## config.mk

```make
export PLATFORM = sky130hd
export DESIGN_NAME = uart_rx_cfg
export DESIGN_NICKNAME = d
export VERILOG_FILES = /design/src/rtl/uart_pkg.sv /design/src/rtl/uart_bit_sync.sv /design/src/rtl/uart_rx_cfg.sv
export SDC_FILE = /design/constraint.sdc
export NUM_CORES = 1
export LEC_CHECK = 0
export ABC_AREA = 1
export BUFFER_PORTS_ARGS = -buffer_cell sky130_fd_sc_hd__clkbuf_2
export CORE_MARGIN = 3
export CORE_UTILIZATION = 50
export DETAILED_ROUTE_END_ITERATION = 8
export GPL_TIMING_DRIVEN = 0
export PLACE_DENSITY = 0.67
export SLEW_MARGIN = 40
export SYNTH_ARGS = -nofsm -noshare
export SYNTH_HDL_FRONTEND = slang
export SYNTH_SLANG_ARGS = --single-unit
```

## constraint.sdc

```tcl
create_clock -name i_Clock -period 1.5 [get_ports i_Clock]
set_input_delay 0.075 -clock i_Clock [delete_from_list [all_inputs] [get_ports i_Clock]]
set_output_delay 0.075 -clock i_Clock [all_outputs]
set_load 0.005 [all_outputs]
```

## src/rtl/uart_pkg.sv

```systemverilog
// Shared UART definitions: receiver state encoding, baud divisor and parity helper.
package uart_pkg;

    typedef enum logic [2:0] {
        IDLE    = 3'd0,
        START   = 3'd1,
        DATA    = 3'd2,
        PARITY  = 3'd3,
        STOP    = 3'd4,
        CLEANUP = 3'd5
    } rx_state_t;

    localparam int SYS_CLK_HZ           = 50_000_000;
    localparam int BAUD                 = 115_200;
    localparam int DEFAULT_CLKS_PER_BIT = SYS_CLK_HZ / BAUD;
    localparam int MAX_DATA_BITS        = 9;

    // Expected parity bit for a frame; callers zero-extend narrower data.
    function automatic logic parity_bit(input logic [MAX_DATA_BITS-1:0] data,
                                        input logic odd);
        return (^data) ^ odd;
    endfunction

endpackage

```

## src/rtl/uart_bit_sync.sv

```systemverilog
// Two-flop synchroniser for an asynchronous serial level; resets to the idle
// (high) level so that reset release never looks like a start bit.
module uart_bit_sync (
    input  logic clk,
    input  logic rst_n,
    input  logic d,
    output logic q
);

    logic meta;

    always_ff @(posedge clk or negedge rst_n) begin
        if (!rst_n) begin
            meta <= 1'b1;
            q    <= 1'b1;
        end else begin
            meta <= d;
            q    <= meta;
        end
    end

endmodule

```

## src/rtl/uart_rx_cfg.sv

```systemverilog
// Configurable UART receiver: 5..9 data bits, optional even/odd parity,
// 1 or 2 stop bits, with glitch rejection and parity/framing/break flags.
module uart_rx_cfg
    import uart_pkg::*;
#(
    parameter int CLKS_PER_BIT = DEFAULT_CLKS_PER_BIT,
    parameter int DATA_BITS    = 8,
    parameter int PARITY_EN    = 0,
    parameter int PARITY_ODD   = 0,
    parameter int STOP_BITS    = 1
) (
    input  logic                 i_Clock,
    input  logic                 i_Rst_n,
    input  logic                 i_Rx_Serial,
    output logic                 o_Rx_DV,
    output logic [DATA_BITS-1:0] o_Rx_Byte,
    output logic                 o_Parity_Err,
    output logic                 o_Frame_Err,
    output logic                 o_Break,
    output logic                 o_Rx_Busy,
    output logic [2:0]           o_Rx_SM
);

    localparam int CNT_W = $clog2(CLKS_PER_BIT);
    localparam int IDX_W = $clog2(DATA_BITS);
    localparam int H     = (CLKS_PER_BIT - 1) / 2;

    if (STOP_BITS != 1 && STOP_BITS != 2) begin : g_bad_stop_bits
        $error("uart_rx_cfg: STOP_BITS must be 1 or 2");
    end
    if (DATA_BITS < 5 || DATA_BITS > MAX_DATA_BITS) begin : g_bad_data_bits
        $error("uart_rx_cfg: DATA_BITS must be 5..9");
    end
    if (CLKS_PER_BIT < 4) begin : g_bad_clks
        $error("uart_rx_cfg: CLKS_PER_BIT must be at least 4");
    end

    logic rx_s;

    uart_bit_sync u_sync (
        .clk   (i_Clock),
        .rst_n (i_Rst_n),
        .d     (i_Rx_Serial),
        .q     (rx_s)
    );

    rx_state_t            state, state_nxt;
    logic [CNT_W-1:0]     clk_cnt, cnt_nxt;
    logic [IDX_W-1:0]     bit_idx, idx_nxt;
    logic                 stop_idx, stop_nxt;
    logic [DATA_BITS-1:0] shift, shift_nxt;
    logic                 perr, perr_nxt;
    logic                 ferr, ferr_nxt;
    logic                 zero_run, zero_nxt;
    logic                 rx_dv, dv_nxt;
    logic [DATA_BITS-1:0] rx_byte, byte_nxt;
    logic                 parity_err, perr_o_nxt;
    logic                 frame_err, ferr_o_nxt;
    logic                 brk, brk_nxt;
    logic                 half_end, bit_end;

    // The IDLE cycle that saw the falling edge counts as the first half-bit
    // cycle, so the start-bit check lands on edge 2+H after the pin went low.
    assign half_end = (clk_cnt == CNT_W'(H - 1));
    assign bit_end  = (clk_cnt == CNT_W'(CLKS_PER_BIT - 1));

    always_comb begin
        state_nxt  = state;
        cnt_nxt    = clk_cnt;
        idx_nxt    = bit_idx;
        stop_nxt   = stop_idx;
        shift_nxt  = shift;
        perr_nxt   = perr;
        ferr_nxt   = ferr;
        zero_nxt   = zero_run;
        dv_nxt     = 1'b0;
        byte_nxt   = rx_byte;
        perr_o_nxt = parity_err;
        ferr_o_nxt = frame_err;
        brk_nxt    = brk;
        case (state)
            IDLE: begin
                cnt_nxt = '0;
                if (!rx_s) state_nxt = START;
            end
            START: begin
                if (half_end) begin
                    cnt_nxt = '0;
                    if (!rx_s) begin
                        state_nxt = DATA;
                        idx_nxt   = '0;
                        stop_nxt  = 1'b0;
                        perr_nxt  = 1'b0;
                        ferr_nxt  = 1'b0;
                        zero_nxt  = 1'b1;
                    end else begin
                        state_nxt = IDLE;
                    end
                end else begin
                    cnt_nxt = clk_cnt + CNT_W'(1);
                end
            end
            DATA: begin
                if (bit_end) begin
                    cnt_nxt            = '0;
                    shift_nxt[bit_idx] = rx_s;
                    zero_nxt           = zero_run & ~rx_s;
                    if (bit_idx == IDX_W'(DATA_BITS - 1))
                        state_nxt = (PARITY_EN != 0) ? PARITY : STOP;
                    else
                        idx_nxt = bit_idx + IDX_W'(1);
                end else begin
                    cnt_nxt = clk_cnt + CNT_W'(1);
                end
            end
            PARITY: begin
                if (bit_end) begin
                    cnt_nxt   = '0;
                    perr_nxt  = rx_s != parity_bit(MAX_DATA_BITS'(shift), PARITY_ODD != 0);
                    zero_nxt  = zero_run & ~rx_s;
                    state_nxt = STOP;
                end else begin
                    cnt_nxt = clk_cnt + CNT_W'(1);
                end
            end
            STOP: begin
                if (bit_end) begin
                    cnt_nxt  = '0;
                    ferr_nxt = ferr | ~rx_s;
                    // Break only looks at the first stop bit.
                    if (!stop_idx) zero_nxt = zero_run & ~rx_s;
                    if (stop_idx == 1'(STOP_BITS - 1)) begin
                        dv_nxt     = 1'b1;
                        byte_nxt   = shift_nxt;
                        perr_o_nxt = perr;
                        ferr_o_nxt = ferr_nxt;
                        brk_nxt    = zero_nxt;
                        state_nxt  = CLEANUP;
                    end else begin
                        stop_nxt = 1'b1;
                    end
                end else begin
                    cnt_nxt = clk_cnt + CNT_W'(1);
                end
            end
            CLEANUP: begin
                if (rx_s) state_nxt = IDLE;
            end
            default: state_nxt = IDLE;
        endcase
    end

    always_ff @(posedge i_Clock or negedge i_Rst_n) begin
        if (!i_Rst_n) begin
            state      <= IDLE;
            clk_cnt    <= '0;
            bit_idx    <= '0;
            stop_idx   <= 1'b0;
            shift      <= '0;
            perr       <= 1'b0;
            ferr       <= 1'b0;
            zero_run   <= 1'b0;
            rx_dv      <= 1'b0;
            rx_byte    <= '0;
            parity_err <= 1'b0;
            frame_err  <= 1'b0;
            brk        <= 1'b0;
        end else begin
            state      <= state_nxt;
            clk_cnt    <= cnt_nxt;
            bit_idx    <= idx_nxt;
            stop_idx   <= stop_nxt;
            shift      <= shift_nxt;
            perr       <= perr_nxt;
            ferr       <= ferr_nxt;
            zero_run   <= zero_nxt;
            rx_dv      <= dv_nxt;
            rx_byte    <= byte_nxt;
            parity_err <= perr_o_nxt;
            frame_err  <= ferr_o_nxt;
            brk        <= brk_nxt;
        end
    end

    assign o_Rx_DV      = rx_dv;
    assign o_Rx_Byte    = rx_byte;
    assign o_Parity_Err = parity_err;
    assign o_Frame_Err  = frame_err;
    assign o_Break      = brk;
    assign o_Rx_Busy    = (state != IDLE);
    assign o_Rx_SM      = state;

endmodule

```

==> impl_results.md, run 1 <==
- Final ANT Viol Nets: 0
- Post-Place Cells: 349
- Fin nets: 327
- Final Cycle Share: 107%
- Syn Area/Cell: 7.77 um^2
- Critical Path End Type: register
- CTS Root Cell: clkbuf_8
- Clk buf depth: 2
- DIE WIDTH: 72.1 um
- Worst-Skew Late Latency: 300 ps
- Gpl congestion: 0.854
- Cell Pwr Density: 648 nW/um^2
- Detailed placement HPWL: roughly 2.9 mm
- Area of the die: 5190 um^2
- Setup WS pre-CTS: -193 ps
- Non-Filler Instances: between 300 and 400
- Setup TNS: -1440 ps
- Worst setup SP type: register
- Worst vdd ir: about 0.00041 V
- Max-Cap Viols: 0
- IO Port Bufs: 18
- Outcome: finished with violations
- Mapped Cells: 281
- Fmax: 624 MHz
- RSZ-0062 raised after global routing: true
- Leakage: 1.35 nW
- Failing checks: negative setup slack
- Critical Path RT: 1730 ps
- Post-route cell area: 2830 um^2
- Largest net degree at the start of global routing: 41
- Slew @ Worst Pin: around 550 ps
- Ys Warns: 0
- Seq cells post-synth: 40
- Site Rows: 23
- RR Startpoint: clk_cnt[1]
- Layout cells sized above 1: 34.9%
- 1st-pass router iterations: 5
- Global route overflow: 0
- Fin crit period: 1600 ps
- Utilization after layout: ~69%
- Clock-pin slew on the worst setup and hold paths: ~80 ps
- Fin Hold WS: 327 ps
- CP Launch Point: clk_cnt[1]
- Placeable Area: 4120 um^2
- CTS tree: yes
- Vias post-DR: 1882
- H-tree lvl count: 2
- Initial antenna violation count: 0
- CP Max Fanout: 7
- Synth-to-layout area growth: 29.6%
- I/O pin count: 19
- Via density: 5.07
- Post-synth cell types: 26
- DR WL/cell: 12.6 um
- Skew final: ~8.2 ps
- Drt drc: 0
- Placed Area: 2340 um^2
- Final setup margin: -102 ps
- Pwr Total: 1.83 mW
- Cell Area, Synth: approximately 2200 um^2
- Global-route wire length before repair: 7.87 mm
- Register area share after synthesis: 46.0%
- CTS buffer count: 5
- Slew HR: ~63%
- 1st-iter DRT viols: 189
- HP Class: in2async
- Hold Fails Final Rpt: 0
- Final setup viols: 30
- CTS sink cnt: 40
- Final wirelength: ~4.7 mm
- Initial core utilization: a little over half
- Chip Height: 72.1 um
- Vias in the first global route: 1768
- Mapped Nets: 288
- Total GRT Usage: between 10% and 20%
- Max Slew Vio Count: 0
- Critical path class: reg2reg
- Antenna cells: 0
- Worst endpoint data arrival time: 1840 ps
## critical path, cell delays in order, from the launching register on
cell     delay [ps]
dfrtp_1         390
inv_2            80
ha_4            140
nand2_4          50
nor3_4          160
nand2_4         120
buf_4           160
nand2_4         100
nand2_4          90
nor2_4          100
nand2_1          70
nand2_1          70
## worst paths after layout
kind                           endpoint  slack (ps)  cells past startpoint
max                          o_Rx_SM[1]        -100                     11
min                        o_Rx_Byte[2]         330                      2
max reg2reg                  o_Rx_SM[1]        -100                     11
min reg2reg                    u_sync.q         360                      0
max in group asynchronous    o_Rx_SM[0]         770                      2
min in group i_Clock           u_sync.q         360                      0
## state kept, by name, summed over array words and instances (netlist names)
name,flops
zero_run,1
o_Rx_Byte,8
o_Frame_Err,1
ferr,1
o_Rx_DV,1
o_Rx_SM,3
perr,1
clk_cnt,9
u_sync.meta,1
bit_idx,3
shift,8
o_Parity_Err,1
u_sync.q,1
o_Break,1
## report_power, final
group	total [mW]	internal (mW)	switching, mW	leakage, nW
Clock	0.705	0.327	0.378	0.0422
Combinational	0.0435	0.00913	0.0343	0.783
Sequential	1.08	1.08	0.00268	0.528
Total	1.83	1.42	0.415	1.35
## synthesized netlist by cell type
master	n	area, um^2
nand3_1	16	80.1
o21ai_2	13	114
nor2_4	2	22.5
dfstp_2	2	52.6
clkbuf_1	1	3.75
nor2_1	14	52.6
inv_2	4	15.0
xnor2_1	2	17.5
xor2_1	2	17.5
o22ai_1	3	18.8
nand4_1	1	6.26
ha_1	4	50.1
o21ai_0	11	55.1
dfrtp_1	38	951
nor3_1	5	25.0
o211ai_1	2	15.0
nand2_4	1	11.3
inv_4	1	6.26
inv_1	31	116
nand2_2	9	56.3
nand3b_1	2	15.0
nand2_1	101	379
buf_6	2	22.5
nor3_2	1	10.0
o21ai_1	10	50.1
nor2_2	3	18.8
## cell families (layout without fill, tap and decap cells)
kind of cell	Yosys count	after routing	synth area share [%]
AND/OR/NAND/NOR	155	156	31.0
adder cells (fa/ha/maj)	4	4	2.29
flip-flops	40	40	46.0
buffers and inverters	39	78	7.51
XOR/XNOR	4	4	1.61
AO/OA/AOI/OAI	39	39	11.6
## cell usage in the layout (no fill, tap or decap), types with 3 or more instances in the layout
| cell | instances |
|---|---|
| buf_4 | 9 |
| clkbuf_8 | 5 |
| o21ai_2 | 17 |
| inv_1 | 29 |
| nand3_1 | 11 |
| nand2_2 | 9 |
| nor2_1 | 11 |
| clkbuf_1 | 3 |
| inv_2 | 5 |
| nand2_4 | 13 |
| nor3_1 | 4 |
| nor2_4 | 6 |
| nand3_2 | 5 |
| dfrtp_2 | 6 |
| clkbuf_2 | 17 |
| dfrtp_1 | 32 |
| o21ai_0 | 8 |
| nand2_1 | 89 |
| o21ai_1 | 8 |
## layer usage
layer	up-vias	GRT usage (%)	routed length [um]
met5	-	0	0
met4	0	5.64	84
met3	9	4.85	154
met2	30	29.8	2140
met1	866	26.0	2310
li1	977	-	-
## layout make-up
type	count	area, um^2
sequential	40	1010
inverter	36	150
buffer	3	33.8
fill	331	1290
multi-input combinational	203	1260
tap	50	62.6
clock inverter	1	5.00
timing repair buffer	31	230
clock buffer	7	76.3
## timing repair
action                                  4_1_cts  5_1_grt
hold endpoints to repair                     39        0
endpoints found under the setup margin       37       39
cloned                                        1        2
pin swaps                                     4        8
setup buffers                                 5        4
gates resized for setup                      21       49
hold buffers                                  2        0
Note: power is estimated with default switching activity, not from simulation.
==> run 2: changes to the inputs <==
--- a/config.mk
+++ b/config.mk
@@ -8,10 +8,10 @@
 export ABC_AREA = 1
 export BUFFER_PORTS_ARGS = -buffer_cell sky130_fd_sc_hd__clkbuf_2
 export CORE_MARGIN = 3
-export CORE_UTILIZATION = 50
+export CORE_UTILIZATION = 30
 export DETAILED_ROUTE_END_ITERATION = 8
 export GPL_TIMING_DRIVEN = 0
-export PLACE_DENSITY = 0.67
+export PLACE_DENSITY = 0.43
 export SLEW_MARGIN = 40
 export SYNTH_ARGS = -nofsm -noshare
 export SYNTH_HDL_FRONTEND = slang
==> run 2 against run 1 <==
  * The flow still finishes with violations (negative setup slack)
  * Clock-buffer cell count fell by 2
  * Cell area barely moved
  * Worst hold slack improved by 1.3 ps
  * Largest power group unchanged
  * Sequential share of layout area fell by 0.10 points
  * Sequential power barely moved
  * Critical path depth fell by 2
  * Worst setup slack improved by 18 ps
==> impl_results.md, run 2 (synthesis results as in run 1) <==
- Final Cycle Share: 106% (-1.2 points)
- DIE WIDTH: 91.3 um (+27%)
- Antenna cells: 0 (unchanged)
- Final setup margin: -84.7 ps (+17.7 ps)
- CTS Root Cell: clkbuf_8
- FF+latch area: 1010 um^2 (-0.25%)
- Global-route wire length before repair: 8.03 mm (+2.0%)
- Post-route cell area: 2830 um^2 (about the same)
- Slew @ Worst Pin: 557 ps (+8.76 ps)
- Synth-to-layout area growth: 29.6% (about the same)
- Failing checks: negative setup slack
- Largest net degree at the start of global routing: 41 (unchanged)
- H-tree lvl count: 2 (unchanged)
- Top reg by flops: clk_cnt
- Detailed placement HPWL: 3.18 mm (+10%)
- Site Rows: 30 (+30%)
- Via density: 4.37 (-14%)
- 1st-pass router iterations: 4 (-1)
- Skew final: 6.50 ps (-1.73 ps)
- Non-Filler Instances: 415 (+12%)
- Most common cell after layout, fill and taps aside: nand2_1
- Chip Height: 91.3 um (+27%)
- Pwr Total: 1.85 mW (+1.1%)
- Outcome: finished with violations
- Post-Place Cells: 395 (+13%)
- Most used cell, CP: nand2_2
- Gpl congestion: 0.749 (-12%)
- Global route overflow: 0 (unchanged)
- Cell Pwr Density: 655 nW/um^2 (+1.0%)
- CP cell instances: inv_2 > ha_4 > nand2_2 > nor3_2 > nand2_2 > nor2_4 > nand3_1 > nand2_1 > o21ai_1
- Reg2reg end: shift[1]
- Max Slew Vio Count: 0 (unchanged)
- Largest register FFs: 9 (unchanged)
- Hold Fails Final Rpt: 0 (unchanged)
- CP Max Fanout: 8 (+1)
- Cells on worst reg2reg path: 9 (-2)
- Worst-Skew Late Latency: 300 ps (about the same)
- Drt drc: 0 (unchanged)
- Critical path class: reg2reg
- Most frequent cells in the layout: nand2_1, dfrtp_1, inv_1
- I/O pin count: 19 (unchanged)
- Fin crit period: 1580 ps (-17.7 ps)
- Final wirelength: 4.68 mm (unchanged)
- Fin Hold WS: 328 ps (+1.33 ps)
- HP Class: in2async
- Leakage: 1.34 nW (-1.3%)
- 1st-iter DRT viols: 55 (-71%)
- Critical Path RT: 1670 ps (-60 ps)
- CTS tree: yes
- Clk buf depth: 2 (unchanged)
- DR WL/cell: 11.3 um (-11%)
- Worst vdd ir: 0.000360 V (-12%)
- Slowest stage cell on the critical path: dfrtp_1
- CTS sink cnt: 40 (unchanged)
- Clock-pin slew on the worst setup and hold paths: 90 ps (about the same)
- Area of the die: 8330 um^2 (+60%)
- Placeable Area: 6910 um^2 (+68%)
- CTS buffer count: 5 (unchanged)
- Critical Path End Type: register
- Flop2flop setup slack: -80 ps (+20 ps)
- Multi-input logic area: 1210 um^2 (-3.7%)
- Max-Cap Viols: 0 (unchanged)
- Vias in the first global route: 1735 (-1.9%)
- Fmax: 631 MHz (+1.1%)
- # fillers: 743 (+120%)
- Slew HR: 62.9% (-0.58 points)
- Total GRT Usage: 11.8% (-7.2 points)
- Worst endpoint data arrival time: 1760 ps (-80 ps)
- Initial core utilization: 31.6% (-21 points)
- Worst setup SP type: register
- Setup TNS: -1420 ps (+20.9 ps)
- Setup WS pre-CTS: -160 ps (+33.9 ps)
- RSZ-0062 raised after global routing: true
- Initial antenna violation count: 0 (unchanged)
- Utilization after layout: 41.0% (-28 points)
- Slowest stage delay, CP: 400 ps (about the same)
- Fin nets: 326 (-0.31%)
- Placed Area: 2390 um^2 (+2.5%)
- IO Port Bufs: 18 (unchanged)
- Layout cells sized above 1: 32.6% (-2.3 points)
- Final ANT Viol Nets: 0 (unchanged)
- Final setup viols: 35 (+17%)
- RR Startpoint: clk_cnt[1]
- Vias post-DR: 1812 (-3.7%)
-- run 2: worst max-delay path: cells and delay by family (launching register included) --
family,cells,cell delay [ps]
AND/OR/NAND/NOR,6,810
flip-flops,1,400
adder cells (fa/ha/maj),1,120
buffers and inverters,1,80
AO/OA/AOI/OAI,1,60
-- run 2: what timing repair did --
action                                  4_1_cts  5_1_grt
hold buffers                                  2        0
gates cloned                                  0        3
endpoints found under the hold margin        39        0
pin swaps                                     3        9
setup buffers                                 4        4
gates resized for setup                      20       38
endpoints found under the setup margin       36       37
-- run 2: power breakdown --
part,switching (mW),internal (mW)
sequential,0.00342,1.08
combinational,0.0329,0.00893
clock,0.410,0.316
-- run 2: how the worst max path moves through the flow --
stage          cells after the start           end  slack (ps)       start
6_report                           9      shift[1]         -80  clk_cnt[1]
5_1_grt                            9      shift[7]        -210  clk_cnt[1]
4_1_cts                           10  o_Rx_Byte[1]         -60  clk_cnt[1]
3_5_place_dp                      10  o_Rx_Byte[1]        -160  clk_cnt[1]
3_3_place_gp                      10  o_Rx_Byte[7]        -180  clk_cnt[1]
2_1_floorplan                     10  o_Rx_Byte[7]          20  clk_cnt[1]
-- run 2: layout make-up --
type / instances / share of cell area, %
Clock buffer: 5 / 2.43
Sequential cell: 40 / 35.6
Multi-Input combinational cell: 203 / 42.9
Clock inverter: 2 / 0.442
Timing Repair Buffer: 30 / 7.87
Tap cell: 96 / 4.25
Inverter: 36 / 5.31
Buffer: 3 / 1.19
-- run 2: layer usage --
layer / vias to the layer above / global-route usage (%) / share of wire, %
met2: 19 / 19.4 / 50
met5: - / 0 / 0
met3: 7 / 2.49 / 2.1
met4: 0 / 4.15 / 1.6
met1: 812 / 15.2 / 46
li1: 974 / - / -
